**src/rtl/datapath_regbank_pkg.sv**
```systemverilog
// Shared definitions for the counting register bank: count-operation
// encodings and the helper that derives an index width from a register count.
package datapath_regbank_pkg;

    localparam logic [1:0] IDOP_HOLD = 2'b00;
    localparam logic [1:0] IDOP_INC  = 2'b01;
    localparam logic [1:0] IDOP_DEC  = 2'b10;

    // Bits needed to index n registers (never less than 1).
    function automatic int idx_width(input int n);
        int w;
        w = 1;
        while ((1 << w) < n) begin
            w = w + 1;
        end
        return w;
    endfunction

endpackage : datapath_regbank_pkg

```
**src/rtl/datapath_regbank_idreg_cell.sv**
```systemverilog
// One WIDTH-bit register with load and increment/decrement. carry_in and
// borrow_in gate the count so two cells can be chained into a double-width
// counter; carry_out/borrow_out flag that this cell's count wraps.
module idreg_cell #(
    parameter int WIDTH = 8
) (
    input  logic             clk,
    input  logic             rst_n,
    input  logic             ld,
    input  logic [WIDTH-1:0] ld_val,
    input  logic             inc,
    input  logic             dec,
    input  logic             carry_in,
    input  logic             borrow_in,
    output logic [WIDTH-1:0] q,
    output logic             carry_out,
    output logic             borrow_out
);

    logic [WIDTH-1:0] r_q;
    logic             w_inc_en;
    logic             w_dec_en;

    assign w_inc_en   = inc & carry_in;
    assign w_dec_en   = dec & borrow_in;

    // Wrap flags come from the current value and the requested count only,
    // so a load on this cell does not stop the carry reaching its partner.
    assign carry_out  = w_inc_en & (&r_q);
    assign borrow_out = w_dec_en & ~(|r_q);
    assign q          = r_q;

    // Register update: load has priority over counting.
    always_ff @(posedge clk or negedge rst_n) begin
        if (!rst_n) begin
            r_q <= '0;
        end else if (ld) begin
            r_q <= ld_val;
        end else if (w_inc_en) begin
            r_q <= r_q + 1'b1;
        end else if (w_dec_en) begin
            r_q <= r_q - 1'b1;
        end
    end

endmodule : idreg_cell

```
**src/rtl/datapath_regbank.sv**
```systemverilog
// Bank of NREGS count-capable registers with two OR-merged read buses,
// optional pairing of adjacent registers into double-width counters,
// a registered wrap pulse and a sticky bus-contention flag.
module datapath_regbank
    import datapath_regbank_pkg::*;
#(
    parameter int WIDTH = 8,
    parameter int NREGS = 8,
    parameter int IDXW  = 3
) (
    input  logic             clk,
    input  logic             rst_n,
    input  logic             ld,
    input  logic [IDXW-1:0]  ld_sel,
    input  logic             ld_src,
    input  logic [WIDTH-1:0] data_in,
    input  logic [WIDTH-1:0] mem_in,
    input  logic [1:0]       idop,
    input  logic [IDXW-1:0]  id_sel,
    input  logic             pair_mode,
    input  logic [NREGS-1:0] drv_d,
    input  logic [NREGS-1:0] drv_m,
    input  logic             clr_err,
    output logic [WIDTH-1:0] data_out,
    output logic [WIDTH-1:0] mem_out,
    output logic             wrap,
    output logic             contention
);

    // Comparison width wide enough to hold both any index and NREGS itself.
    localparam int SELW = (IDXW > idx_width(NREGS)) ? IDXW : idx_width(NREGS);
    localparam int CW   = SELW + 1;

    logic [NREGS-1:0][WIDTH-1:0] w_q;
    logic [NREGS-1:0]            w_ld;
    logic [NREGS-1:0]            w_hit;
    logic [NREGS-1:0]            w_inc;
    logic [NREGS-1:0]            w_dec;
    logic [NREGS-1:0]            w_cin;
    logic [NREGS-1:0]            w_bin;
    logic [NREGS-1:0]            w_cout;
    logic [NREGS-1:0]            w_bout;
    logic [WIDTH-1:0]            w_ld_val;
    logic                        w_ld_ok;
    logic                        w_cnt_ok;
    logic                        w_ld_on_target;
    logic                        w_wrap_hit;
    logic                        w_wrap_next;
    logic                        w_multi;
    logic                        r_wrap;
    logic                        r_contention;

    // Out-of-range indices are simply dropped.
    assign w_ld_ok  = ld && (CW'(ld_sel) < CW'(NREGS));
    assign w_cnt_ok = ((idop == IDOP_INC) || (idop == IDOP_DEC)) &&
                      (CW'(id_sel) < CW'(NREGS));
    assign w_ld_val = ld_src ? mem_in : data_in;

    for (genvar i = 0; i < NREGS; i++) begin : g_cell
        assign w_ld[i]  = w_ld_ok && (ld_sel == IDXW'(i));
        assign w_hit[i] = w_cnt_ok &&
                          (pair_mode ? ((id_sel >> 1) == IDXW'(i / 2))
                                     : (id_sel == IDXW'(i)));
        assign w_inc[i] = w_hit[i] && (idop == IDOP_INC);
        assign w_dec[i] = w_hit[i] && (idop == IDOP_DEC);

        // Odd cells take their count enable from the even cell below when paired.
        if ((i % 2) == 1) begin : g_hi
            assign w_cin[i] = pair_mode ? w_cout[i-1] : 1'b1;
            assign w_bin[i] = pair_mode ? w_bout[i-1] : 1'b1;
        end else begin : g_lo
            assign w_cin[i] = 1'b1;
            assign w_bin[i] = 1'b1;
        end

        idreg_cell #(
            .WIDTH (WIDTH)
        ) u_cell (
            .clk        (clk),
            .rst_n      (rst_n),
            .ld         (w_ld[i]),
            .ld_val     (w_ld_val),
            .inc        (w_inc[i]),
            .dec        (w_dec[i]),
            .carry_in   (w_cin[i]),
            .borrow_in  (w_bin[i]),
            .q          (w_q[i]),
            .carry_out  (w_cout[i]),
            .borrow_out (w_bout[i])
        );
    end

    // A load landing anywhere in the counted target cancels its wrap.
    assign w_ld_on_target = w_ld_ok &&
                            (pair_mode ? ((ld_sel >> 1) == (id_sel >> 1))
                                       : (ld_sel == id_sel));

    // Wrap of the whole target: the top cell of a pair, or the single cell.
    always_comb begin
        w_wrap_hit = 1'b0;
        for (int i = 0; i < NREGS; i++) begin
            if (!pair_mode || ((i % 2) == 1)) begin
                w_wrap_hit = w_wrap_hit | w_cout[i] | w_bout[i];
            end
        end
    end

    assign w_wrap_next = w_wrap_hit && !w_ld_on_target;

    // Read buses: OR of every register whose drive enable is set.
    always_comb begin
        data_out = '0;
        mem_out  = '0;
        for (int i = 0; i < NREGS; i++) begin
            if (drv_d[i]) begin
                data_out = data_out | w_q[i];
            end
            if (drv_m[i]) begin
                mem_out = mem_out | w_q[i];
            end
        end
    end

    // More than one bit set: clearing the lowest set bit leaves something.
    assign w_multi = ((drv_d & (drv_d - 1'b1)) != '0) ||
                     ((drv_m & (drv_m - 1'b1)) != '0);

    // Wrap pulse register.
    always_ff @(posedge clk or negedge rst_n) begin
        if (!rst_n) begin
            r_wrap <= 1'b0;
        end else begin
            r_wrap <= w_wrap_next;
        end
    end

    // Sticky contention flag; a fresh contention beats a clear.
    always_ff @(posedge clk or negedge rst_n) begin
        if (!rst_n) begin
            r_contention <= 1'b0;
        end else if (w_multi) begin
            r_contention <= 1'b1;
        end else if (clr_err) begin
            r_contention <= 1'b0;
        end
    end

    assign wrap       = r_wrap;
    assign contention = r_contention;

endmodule : datapath_regbank

```
**config.mk**
```make
export PLATFORM = sky130hd
export DESIGN_NAME = datapath_regbank
export DESIGN_NICKNAME = d
export VERILOG_FILES = /design/src/rtl/datapath_regbank_pkg.sv /design/src/rtl/datapath_regbank_idreg_cell.sv /design/src/rtl/datapath_regbank.sv
export SDC_FILE = /design/constraint.sdc
export NUM_CORES = 1
export LEC_CHECK = 0
export CORE_ASPECT_RATIO = 1.4
export CORE_MARGIN = 2
export CORE_UTILIZATION = 59
export CTS_CLUSTER_SIZE = 14
export DETAILED_ROUTE_END_ITERATION = 8
export PLACE_DENSITY = 0.78
export SLEW_MARGIN = 10
export SYNTH_ARGS = -nofsm -noshare
export SYNTH_HDL_FRONTEND = slang
export SYNTH_SLANG_ARGS = --single-unit
```
**constraint.sdc**
```tcl
create_clock -name clk -period 3.3 [get_ports clk]
set_input_delay 0.66 -clock clk [delete_from_list [all_inputs] [get_ports clk]]
set_output_delay 0.66 -clock clk [all_outputs]
set_load 0.02 [all_outputs]
```
==> flow_summary.json <==
{
  "status": "completed",
  "skew_ns": 0.009911,
  "hold_violations": 0,
  "drc": 0,
  "die_h_um": 130.3,
  "worstPathCellList": "clkdlybuf4s50_1 > or2_4 > o2111ai_1 > buf_4 > buf_4 > ha_1 > nor2_1 > nor2_1 > o41ai_2 > and3_1 > or3_1 > a31o_2",
  "pwr-share-comb_pct": 56.9,
  "synth_area_sq_um": 6720,
  "antennaDiodeCount": 0,
  "grt_usage_pct": 47.17,
  "synth_seq_area_share_pct": 24.58,
  "period_needed_ns": 3.233,
  "wl_per_cell_um": 25.21,
  "wl_um": 28810,
  "ys_types": 54,
  "cp_num_buf_inv": 3,
  "critPathMaxFanout": 6,
  "seqPwrFrac_pct": 27.2,
  "die_x_um": 94.20,
  "setup.worst_path.class": "in -> reg",
  "layout_commonest_cell": "buf_4",
  "hpwl_um": 21050,
  "synth.avg_cell_area_sq_um": 8.116,
  "setup_viol": 0,
  "synth_edf_count": 0,
  "fin_crit_sh_pct": 97.97,
  "start_kind": "input pin",
  "detail_route.first_pass.iterations": 8,
  "syn_inst": 828,
  "worst_pin_slew_ns": 0.9115,
  "relSlewSlack_pct": 37.50,
  "grt_antenna_before_repair": 0,
  "required_ns": 3.53,
  "grt_pass1_vias": 8268,
  "post-route-util_pct": 78.37,
  "powerDensity_nw_per_um2": 774.7,
  "dpl-instance-area_sq_um": 8347,
  "netlist.area_leader.share_pct": 24.58,
  "async_reset_ff_share_pct": 100.0,
  "fillers": 756,
  "syn_to_final_growth_pct": 30.89,
  "synth_seq_cells": 66,
  "final.setup.tns_ns": 0,
  "regArea_sq_um": 1652,
  "syn-num-nets": 932,
  "max_cap_viol_count": 0,
  "dr.first_iter.drc_count": 1020,
  "cellLeakagePower_nw": 3.756,
  "cp.arrival_ns": 3.46,
  "clock_path_buffers": 2,
  "cts_tree": "yes",
  "io_pins": 64,
  "clock_latency_ns": 0.35,
  "intPower_w": 0.003696,
  "clkTransAtPathRegs_ns": 0.06,
  "grt_overflow": 0,
  "crit_path_end_kind": "flip-flop",
  "r2r_setup_slack_ns": 0.14,
  "rows": 46,
  "stdcell_area_sq_um": 8796,
  "grt_pass1_wl_um": 43900,
  "synth_flop_cell": "dfrtp_1",
  "place.gp.congestion": 1.052,
  "clockPowerShare_pct": 15.9,
  "multi_input_comb_area_sq_um": 4940,
  "peakVddDrop_mv": 0.6019,
  "grt_max_degree": 29,
  "rsz0062_at_grt": "true",
  "max_stage_delay_ns": 0.62,
  "numPortBuffers": 63,
  "start_util_pct": 59.88,
  "drive_gt1_share_pct": 17.82,
  "cts_buffers": 9,
  "fin_nets": 1098,
  "dieArea_sq_um": 12270,
  "switching_share_pct": 45.76,
  "cpLargestDelayFamily": "simple AND/OR/NAND/NOR gates",
  "layout_common_cells": "buf_4, nor2_1, a21oi_1",
  "vias": 8159,
  "timing.fmax_mhz": 309.3,
  "clkSinkCount": 66,
  "p_sw_w": 0.003118,
  "finalMaxSlewViolations": 0,
  "synth_largest_area_cell": "dfrtp_1",
  "min-delay-path-class": "in -> async",
  "cts_root_buf": "clkbuf_16",
  "core_sq_um": 11220,
  "synth_area_leaders": "dfrtp_1, ha_1, a22oi_1",
  "antenna_left": 0,
  "viasPerCell": 7.138,
  "yosysWarnings": 0,
  "htreeDepth": 3,
  "crit_slowest_cell": "clkdlybuf4s50_1"
}
[per-stage QoR]
| step | power [W] | cells | setup slack [ns] | hold WS, ns |
|---|---|---|---|---|
| 2_1_floorplan | 0.003762 | 828 | -0.1017 | 0.3644 |
| 4_1_cts | 0.006581 | 1143 | 0.02040 | 0.3656 |
| 3_3_place_gp | 0.005142 | 1126 | -0.4720 | 0.6243 |
| 6_report | 0.006814 | 1143 | 0.06710 | 0.3480 |
| 5_1_grt | 0.007126 | 1143 | -0.06127 | 0.4009 |
| 3_5_place_dp | 0.005411 | 1126 | -0.6750 | 0.6701 |
[path summary, 6_finish.rpt]
kind,end,cells past startpoint,startpoint
min in group clk,contention,3,contention
worst max register to register,g_cell[3].u_cell.q[7],12,g_cell[2].u_cell.q[3]
worst min register to register,contention,3,contention
max in group asynchronous,g_cell[7].u_cell.q[2],2,rst_n
worst max-delay path,g_cell[3].u_cell.q[7],12,pair_mode
worst min-delay path,contention,1,rst_n
[flip-flops by register name (all words and copies together) (netlist names)]
signal / flops
g_cell.u_cell.q: 64
contention: 1
wrap: 1
[power by group through the flow]
| stage | logic [W] | registers, W | clock network, W |
|---|---|---|---|
| 3_3_place_gp | 0.00337 | 0.00177 | 0 |
| 2_1_floorplan | 0.00221 | 0.00155 | 0 |
| 3_5_place_dp | 0.00362 | 0.00179 | 0 |
| 4_1_cts | 0.00373 | 0.00178 | 0.00107 |
| 5_1_grt | 0.00416 | 0.00186 | 0.00110 |
| 6_report | 0.00388 | 0.00185 | 0.00108 |
[logic make-up after synthesis]
| group | share of synthesized area (%) |
|---|---|
| simple gates | 21.50 |
| compound gates | 24.89 |
| flops | 24.58 |
| buf+inv | 3.556 |
| fa+ha+maj | 12.01 |
| mux | 7.336 |
| xor+xnor | 6.126 |
[cell usage after synthesis, drive strengths merged (3+ instances only)]
| master | instances |
|---|---|
| a2111o | 3 |
| a211oi | 7 |
| a21o | 7 |
| a21oi | 71 |
| a22o | 3 |
| a22oi | 64 |
| a31o | 3 |
| a31oi | 3 |
| and3 | 9 |
| buf | 6 |
| clkbuf | 31 |
| dfrtp | 66 |
| fa | 8 |
| ha | 50 |
| inv | 23 |
| mux2 | 10 |
| mux2i | 38 |
| nand2 | 49 |
| nand2b | 8 |
| nand3 | 27 |
| nand4 | 36 |
| nor2 | 92 |
| nor2b | 11 |
| nor3 | 30 |
| nor4 | 19 |
| o2111ai | 5 |
| o211ai | 13 |
| o21a | 6 |
| o21ai | 28 |
| o21bai | 13 |
| o22ai | 6 |
| o41ai | 5 |
| or3 | 8 |
| or4 | 4 |
| xnor2 | 38 |
| xor2 | 9 |
[routing by layer]
layer	vias to the layer above	global-route usage, %	part of all wire, %
li1	3497	-	-
met1	3820	52.50	34
met2	627	77.18	47
met3	215	11.61	10
met4	0	36.06	9.0
met5	-	0	0
[worst register-to-register path, cell delays in order, from the launching register on]
cell	delay, ns
dfrtp_1	0.53
nand4_1	0.13
nor2_1	0.36
o2111ai_1	0.16
buf_4	0.20
buf_4	0.17
ha_1	0.31
nor2_1	0.07
nor2_1	0.17
o41ai_2	0.12
and3_1	0.22
or3_1	0.36
a31o_2	0.24
[layout make-up]
| cell class | count | area share, % |
|---|---|---|
| clock inverter | 6 | 1.024 |
| multi-input combinational | 702 | 56.16 |
| clock buffer | 10 | 2.717 |
| tap | 144 | 2.048 |
| timing repair buffer | 192 | 18.29 |
| inverter | 23 | 0.9815 |
| sequential | 66 | 18.78 |
[timing repair]
action / 4_1_cts / 5_1_grt
cloned: 0 / 0
resized for setup: 14 / 8
pin swaps: 5 / 2
setup endpoints to repair: 20 / 12
setup buffers: 1 / 0
hold buffers: 0 / 0
Note: power is estimated with default switching activity, not from simulation.
